### src/rtl/fphub_pkg.sv
// Shared FPHUB definitions: operand classes, controller states, HUB helpers.
// Latency: n/a (types and pure functions only).
// Backpressure: n/a.
package fphub_pkg;

    localparam int FP_M    = 23;
    localparam int FP_E    = 8;
    localparam int FP_BIAS = (1 << (FP_E - 1)) - 1;
    localparam int FP_EMAX = (1 << FP_E) - 1;

    typedef enum logic [1:0] {
        CLS_NORMAL,
        CLS_ZERO,
        CLS_INF
    } fp_class_e;

    typedef enum logic [1:0] {
        S_IDLE,
        S_MUL,
        S_PACK
    } mul_state_e;

    // Exponent field all zeros is ZERO, all ones is INF, anything else is normal.
    function automatic fp_class_e classify(input logic [31:0] expo, input int unsigned ew);
        logic [31:0] ones;
        ones = (32'd1 << ew) - 32'd1;
        if (expo == 32'd0) begin
            return CLS_ZERO;
        end else if (expo == ones) begin
            return CLS_INF;
        end
        return CLS_NORMAL;
    endfunction

    // HUB significand {1, frac, 1}; the trailing one is the implicit LSB.
    function automatic logic [63:0] hub_mant(input logic [62:0] frac, input int unsigned mw);
        return (64'd1 << (mw + 1)) | {frac, 1'b1};
    endfunction

endpackage

### src/rtl/fphub_mul_pack.sv
// Normalise, HUB-truncate, exponent-bound and pack the raw product.
// Latency: combinational, registered by the parent.
// Backpressure: none.
module fphub_mul_pack
    import fphub_pkg::*;
#(
    parameter int M = FP_M,
    parameter int E = FP_E
) (
    input  logic [2*M+3:0]       i_p,
    input  logic signed [E+1:0]  i_e,
    input  logic                 i_s,
    output logic [M+E:0]         o_res
);

    localparam logic signed [E+1:0] EXP_SAT  = (E+2)'((1 << E) - 1);
    localparam logic signed [E+1:0] EXP_ONE  = (E+2)'(1);
    localparam logic signed [E+1:0] EXP_ZERO = (E+2)'(0);

    logic                w_top;
    logic signed [E+1:0] w_e;
    logic [M-1:0]        w_mant;
    logic                w_unused_lo;

    assign w_top = i_p[2*M+3];
    // Low product bits are discarded: truncation is the HUB rounding.
    assign w_unused_lo = ^i_p[M+1:0];

    // Pick mantissa window by product MSB, then saturate or flush on exponent range.
    always_comb begin
        w_e    = i_e;
        w_mant = i_p[2*M+1:M+2];
        if (w_top) begin
            w_e    = i_e + EXP_ONE;
            w_mant = i_p[2*M+2:M+3];
        end
        if (w_e >= EXP_SAT) begin
            o_res = {i_s, {(M+E){1'b1}}};
        end else if (w_e <= EXP_ZERO) begin
            o_res = {i_s, {(M+E){1'b0}}};
        end else begin
            o_res = {i_s, w_e[E-1:0], w_mant};
        end
    end

endmodule

### src/rtl/fphub_multiplier.sv
// Sequential radix-2 shift-add HUB floating-point multiplier.
// Latency: 1 edge for special operands, M+3 edges after accept for normal ones.
// Backpressure: start ignored while computing; held start re-issues at the pack edge.
module fphub_multiplier
    import fphub_pkg::*;
#(
    parameter int M = FP_M,
    parameter int E = FP_E
) (
    input  logic           clk,
    input  logic           rst_l,
    input  logic           start,
    input  logic [M+E:0]   x,
    input  logic [M+E:0]   y,
    output logic [M+E:0]   res,
    output logic           finish,
    output logic           computing
);

    localparam int T    = M + E;
    localparam int BIAS = (1 << (E - 1)) - 1;
    localparam int NI   = M + 2;
    localparam int PW   = 2 * M + 4;
    localparam int CW   = $clog2(NI + 1);
    localparam logic signed [E+1:0] BIAS_S = (E+2)'(BIAS);

    mul_state_e r_state, w_next;

    logic [M+1:0]        r_mx, r_my;
    logic [PW-1:0]       r_p;
    logic [CW-1:0]       r_cnt;
    logic signed [E+1:0] r_e;
    logic                r_s;
    logic [T:0]          r_res;
    logic                r_finish;
    logic                r_computing;

    fp_class_e           w_cls_x, w_cls_y;
    logic                w_special, w_any_inf, w_s, w_accept, w_last;
    logic [T:0]          w_spec_res, w_pack_res;
    logic [M+1:0]        w_mx, w_my;
    logic signed [E+1:0] w_e_sum;
    logic [PW-1:0]       w_addend;

    assign w_cls_x    = classify(32'(x[T-1:M]), E);
    assign w_cls_y    = classify(32'(y[T-1:M]), E);
    assign w_special  = (w_cls_x != CLS_NORMAL) || (w_cls_y != CLS_NORMAL);
    assign w_any_inf  = (w_cls_x == CLS_INF) || (w_cls_y == CLS_INF);
    assign w_s        = x[T] ^ y[T];
    assign w_spec_res = w_any_inf ? {w_s, {T{1'b1}}} : {w_s, {T{1'b0}}};
    assign w_mx       = (M+2)'(hub_mant(63'(x[M-1:0]), M));
    assign w_my       = (M+2)'(hub_mant(63'(y[M-1:0]), M));
    assign w_e_sum    = $signed({2'b00, x[T-1:M]}) + $signed({2'b00, y[T-1:M]}) - BIAS_S;
    // A new normal operation is taken when idle or on the pack edge (back-to-back).
    assign w_accept   = start && !w_special && (r_state != S_MUL);
    assign w_last     = (r_cnt == CW'(NI - 1));
    assign w_addend   = r_my[r_cnt] ? (PW'(r_mx) << r_cnt) : '0;

    fphub_mul_pack #(.M(M), .E(E)) u_pack (
        .i_p   (r_p),
        .i_e   (r_e),
        .i_s   (r_s),
        .o_res (w_pack_res)
    );

    // State register.
    always_ff @(posedge clk or negedge rst_l) begin
        if (!rst_l) begin
            r_state <= S_IDLE;
        end else begin
            r_state <= w_next;
        end
    end

    // Next-state: iterate NI times, pack, then idle or chain the next request.
    always_comb begin
        w_next = r_state;
        case (r_state)
            S_IDLE:  if (w_accept) w_next = S_MUL;
            S_MUL:   if (w_last) w_next = S_PACK;
            S_PACK:  w_next = w_accept ? S_MUL : S_IDLE;
            default: w_next = S_IDLE;
        endcase
    end

    // Datapath: operand latch, LSB-first shift-add accumulate, result register.
    always_ff @(posedge clk or negedge rst_l) begin
        if (!rst_l) begin
            r_mx        <= '0;
            r_my        <= '0;
            r_p         <= '0;
            r_cnt       <= '0;
            r_e         <= '0;
            r_s         <= 1'b0;
            r_res       <= '0;
            r_finish    <= 1'b0;
            r_computing <= 1'b0;
        end else begin
            r_finish <= 1'b0;
            if (w_accept) begin
                r_mx  <= w_mx;
                r_my  <= w_my;
                r_s   <= w_s;
                r_e   <= w_e_sum;
                r_p   <= '0;
                r_cnt <= '0;
            end
            case (r_state)
                S_IDLE: begin
                    if (start && w_special) begin
                        r_res    <= w_spec_res;
                        r_finish <= 1'b1;
                    end
                    if (w_accept) r_computing <= 1'b1;
                end
                S_MUL: begin
                    r_p   <= r_p + w_addend;
                    r_cnt <= r_cnt + CW'(1);
                end
                S_PACK: begin
                    r_res       <= w_pack_res;
                    r_finish    <= 1'b1;
                    r_computing <= w_accept;
                end
                default: ;
            endcase
        end
    end

    assign res       = r_res;
    assign finish    = r_finish;
    assign computing = r_computing;

endmodule
### config.mk
export PLATFORM = sky130hd
export DESIGN_NAME = fphub_multiplier
export DESIGN_NICKNAME = d
export VERILOG_FILES = /design/src/rtl/fphub_pkg.sv /design/src/rtl/fphub_mul_pack.sv /design/src/rtl/fphub_multiplier.sv
export SDC_FILE = /design/constraint.sdc
export NUM_CORES = 1
export LEC_CHECK = 0
export ABC_CLOCK_PERIOD_IN_PS = 10650
export CAP_MARGIN = 20
export CORE_UTILIZATION = 45
export CTS_CLUSTER_SIZE = 28
export DETAILED_ROUTE_END_ITERATION = 10
export PLACE_DENSITY = 0.65
export SLEW_MARGIN = 25
export SYNTH_ARGS = -nofsm -noshare
export SYNTH_HDL_FRONTEND = slang
export SYNTH_SLANG_ARGS = --single-unit
### constraint.sdc
create_clock -name clk -period 10.65 [get_ports clk]
set_input_delay 1.5975 -clock clk [delete_from_list [all_inputs] [get_ports clk]]
set_output_delay 1.5975 -clock clk [all_outputs]
set_load 0.01 [all_outputs]
# [Yosys cells after proc, flatten, opt, wreduce, memory -nomap -nowiden]
# Cells that the tools add are included.
[word_totals] reg_bits=152 in_bits=67 out_inout_bits=34
[classes] add_sub_neg=5 n_lt_le_gt_ge=3 eq_ne=11 shifts=1 n_mux=32 bitwise=1 reduce_logical=16
[op_table] cell="$mux 50" n=3
[op_table] cell="$mux 31" n=3
[op_table] cell="$pmux 32 s2" n=1
[op_table] cell="$add 50x50->50" n=1
[op_table] cell="$shl 25x5->50" n=1
[op_table] cell="$mux 32" n=1
[op_table] cell="$mux 23" n=1
[op_table] cell="$eq 8x8->1 const B" n=2
[op_table] cell="$logic_not 8->1" n=2
[op_table] cell="$mux 2" n=8
[op_table] cell="$add 10x2->10 const B" n=1
[op_table] cell="$ge 10x9->1 const B" n=1
[op_table] cell="$le 10x1->1 const B" n=1
[op_table] cell="$mux 10" n=1
[op_table] cell="$mux 5" n=2
[op_table] cell="$sub 9x7->10 const B" n=1
[op_table] cell="$add 8x8->9" n=1
[op_table] cell="$mux 1" n=8
[op_table] cell="$reduce_bool 2->1" n=4
[op_table] cell="$eq 2x2->1 const B" n=3
[op_table] cell="$lt 5x6->1 const B" n=1
[op_table] cell="$ne 2x2->1 const B" n=3
[op_table] cell="$pmux 2 s3" n=1
[op_table] cell="$reduce_and 2->1" n=3
[op_table] cell="11 further kinds" n=15

# [Longest topological paths before layout]
[depth] word_depth=11 depth_mapped=23

# [Hierarchy]
# A second synthesis with hierarchy kept.
[unflattened] cells_unflattened=1326 hier_area_um2=11815.1
[by_module_without_submodules] mod="fphub_multiplier" instances=1 cells_per_inst=1174 area_per_inst_um2=10696.5
[by_module_without_submodules] mod="fphub_mul_pack" instances=1 cells_per_inst=152 area_per_inst_um2=1118.6

# [Worst setup path before layout]
# Ideal clock, no wire load.
[synth_timing] kind="reg-to-reg" from="register r_cnt[0]" to="register r_p[49]" setup_ps=136 arrival_ps=4177 required_time_ps=10514 setup_slack_ps=6337 stages_incl_launch_ff=22 n_path_buf=4 synth_period_minus_slack_ps=4313 path_cell_list="dfrtp_1 -> buf_4 -> mux4_2 -> nand2_1 -> a31oi_1 -> o21ai_0 -> and2_1 -> clkbuf_1 -> clkbuf_1 -> nor2_1 -> ha_1 -> buf_2 -> nand2_1 -> nor2_2 -> nand3_1 -> nor3_1 -> a211o_2 -> a31oi_4 -> o21ai_2 -> a311oi_2 -> a2111oi_2 -> o22ai_1"
[synth_via] elab_chain_len=5 word_cells_on_any_way=6 cone_classes="add/sub: 1; shift: 1; mux: 4"
[synth_rtl] element="from (decl)" line="fphub_multiplier.sv:31" source="logic [CW-1:0] r_cnt;"
[synth_rtl] element="from (signal assigned)" line="fphub_multiplier.sv:118" source="r_cnt <= r_cnt + CW'(1);"
[synth_rtl] element="$bmux 1 s5" line="fphub_multiplier.sv:57" source="assign w_addend = r_my[r_cnt] ? (PW'(r_mx) << r_cnt) : '0;"
[synth_rtl] element="$mux 1 (not written as such)" line="fphub_multiplier.sv:57"
[synth_rtl] element="$mux 50 (*)" line="fphub_multiplier.sv:57"
[synth_rtl] element="$add 50x50->50 (*)" line="fphub_multiplier.sv:117" source="r_p <= r_p + w_addend;"
[synth_rtl] element="$mux 50 (*)" line="fphub_multiplier.sv:108" source="case (r_state)"
[synth_rtl] element="to (signal assigned)" line="fphub_multiplier.sv:117"
[synth_rtl] element="to (decl)" line="fphub_multiplier.sv:30" source="logic [PW-1:0] r_p;"
# Mark *: on every way between the ends. The rest lies on a longest branch, timed or not. The select of a mux whose other input is x is not followed.
# A chain may end at the register's enable or synchronous reset.

# [Worst setup path in the final report]
[layout_timing] from="register r_cnt[0]" to="register r_p[48]"
# Same word-level chain as after synthesis.

==> impl_results.md <==
* Setup-failing EPs final at 0
* Final Max Slew Viols at 0
* Static leakage at 5.50 nW
* GR Util All Layers at 23.0%
* Core ar. at 0.0244 mm2
* Yosys top cell by area: dfrtp_1
* Die Span Y at 160 um
* Clock slew at reported path FFs at 0.07 ns
* Number of remaining DRC errors at 0
* Yosys reg bits at 149
* Tcrit/Tclk final at 52.4%
* Critical-path maximum fanout at 29
* # IOs at 101
* ANT nets after route at 0
* Most numerous cell in the Yosys netlist: nand2_1
* Crit Path Category: register to register
* Top cell type's share of synthesized area at 33.3%
* Final-report hold violation count at 0
* Root Driver: clkbuf_16
* Clk buf depth at 2
* RSZ-0062 raised after global routing: false
* Ys flop type: dfrtp_1
* Tightest Hold Check Type: register to register
* Post-synthesis sequential area ratio at 33.3%
* Worst Skew at 0.0151 ns
* RD Place Congestion at 0.868
* Setup Buffers After CTS at 0
* Ys Warns at 0
* Initial Util at 45.9%
* Via count at 9403
* Power Density at 370 mW/mm2
* Status: finished clean
* Ratio of cells with drive above 1 in the final layout at 11.5%
* Die width at 160 um
* Fillers at 2291
* # diodes at 0
* Slew headroom at 39.8%
* Finished Core Util at 53.1%
* DRT iter0 DRCs at 593
* Slew @ Worst Pin at 0.903 ns
* Total CTS buffers at 17
* Synth Cell Area at 0.0112 mm2
* Fin Setup TNS at 0 ns
* Layout Nets at 1441
* DP Worst Slack at 5.07 ns
* Max Cap Viol at 0
* DIE AREA at 0.0255 mm2
* Post-synth EDFFs at 0
* DRT Pass-1 Iters at 5
* Max frequency at 179 MHz
* Worst Setup Start Kind: register
* CTS tree: yes
* Worst endpoint data arrival time at 5.87 ns
* Area Growth Syn to Fin at 15.5%
* Register area at 0.00373 mm2
* Post-synth net total at 1391
* Worst-skew pair later-pin latency at 0.43 ns
* Resize count post-CTS at 0
* Vias per inst at 5.73
* Post-Route WL at 28400 um
* First-pass GRT wire length at 47300 um
* GRT Residual Overflow at 0
* Antenna violations before repair at 0
* Largest net degree at the start of global routing at 85
* Row count at 57
* Routed wire per std cell at 17.3 um
* WP data required at 10.94 ns
* Crit path capture type: register
* Ranking of synthesized cells by area: dfrtp_1 (33%), ha_1 (7.5%), mux2_2 (6.0%)
* Distinct cells, synth at 84
* Multi-input gate area at 0.00704 mm2
* Vias in the first global route at 9295
* VDD IR max at 199 uV
* # hold bufs at CTS at 0
* # H-tree levels at 4
* Asr flop ratio synth at 100%
* Fin worst setup slack at 5.07 ns
* CTS Sinks at 149
* Mean Syn Cell Area at 8.93 um2
* Minimum clock period at 5.58 ns
* Port Buffer Count at 100
* Post-synth top cells: nand2_1 (161), dfrtp_1 (149), o21ai_0 (122)
* Post-DP HPWL at 21200 um
* Post-Syn Instances at 1255
## cells by family after synthesis
logic type               Yosys count  share of synthesized area (%)
adder cells (fa/ha/maj)           69                           7.84
AO/OA/AOI/OAI                    372                           21.8
flip-flops                       149                           33.3
buffers and inverters            106                           4.03
XOR/XNOR                          60                           4.69
multiplexers                     123                           13.1
AND/OR/NAND/NOR                  376                           15.2
## final cells by class
class	instances	share of cell area [%]
clock inverters	13	1.15
inverters	24	0.696
repair buffers	113	8.50
well taps	324	3.13
flip-flops and latches	149	28.8
multi-input cells	1000	54.4
clock buffers	18	3.32
## worst max-delay path: stages (launching register included)
cell and delay (ns):
dfrtp_1 0.70, buf_4 0.43, mux4_2 0.54, nand2_1 0.08, nand3_1 0.09, nand3_1 0.38, and2_1 0.73, nor2b_1 0.11
ha_1 0.41, a21oi_1 0.28, o22ai_1 0.11, o41ai_1 0.37, o21a_1 0.27, o221ai_4 0.15, o211ai_2 0.22, a21oi_2 0.11
a41oi_2 0.24, xor2_1 0.16, o21ai_1 0.07
## report_power, final
part / internal, mW / leakage (nW) / switching [mW]
logic: 1.31 / 3.46 / 1.83
registers: 0.823 / 1.76 / 0.230
clock network: 0.347 / 0.274 / 0.257
## cell usage in the layout (no fill, tap or decap), drive strengths merged, types with 8 or more instances in the layout
cell,Yosys,routed
a221o,26,26
nand2,162,162
xor2,35,35
clkdlybuf4s50,0,99
a211oi,14,14
nand2b,8,8
o21a,8,8
a31oi,16,16
and2,15,15
o21ai,136,136
mux4,13,13
inv,21,25
dfrtp,149,149
clkbuf,55,18
a21o,30,30
and3,11,11
nor2,94,94
nand4,20,20
mux2i,50,50
a21oi,81,81
xnor2,25,25
nand3,18,18
ha,67,67
mux2,60,60
nor3,15,15
nor2b,14,14
buf,27,14
## layer usage
layer | global-route usage, % | share of wire [%] | vias up
met1 | 30.4 | 46 | 4460
met5 | 0 | 0 | -
met3 | 3.30 | 3.6 | 40
met4 | 8.18 | 2.2 | 0
li1 | - | - | 4688
met2 | 38.6 | 48 | 215
## sequential cells by signal, indices dropped and copies added (netlist names)
register and count:
r_mx 24, finish 1, r_s 1, r_e 10, computing 1, r_state 2, r_cnt 5, res 32
r_my 23, r_p 50
## final timing paths
kind	start	to	cells after the start	slack (ns)
min in group asynchronous	rst_l	res[2]	1	1.21
max reg2reg	r_cnt[0]	r_p[48]	18	5.07
max in group asynchronous	rst_l	r_mx[19]	2	8.11
min	computing	computing	2	0.48
max	r_cnt[0]	r_p[48]	18	5.07
min reg2reg	computing	computing	2	0.48
## through the flow
step | instance area [um2] | total power [mW] | hold slack, ns | cells
floorplan | 11200 | 3.43 | 0.439 | 1255
global placement | 12400 | 4.13 | 0.460 | 1610
detailed placement | 12400 | 4.17 | 0.474 | 1610
CTS | 12900 | 4.80 | 0.488 | 1641
global route | 12900 | 5.22 | 0.518 | 1641
finish | 12900 | 4.79 | 0.480 | 1641
Power figures use the tool's default switching activity.
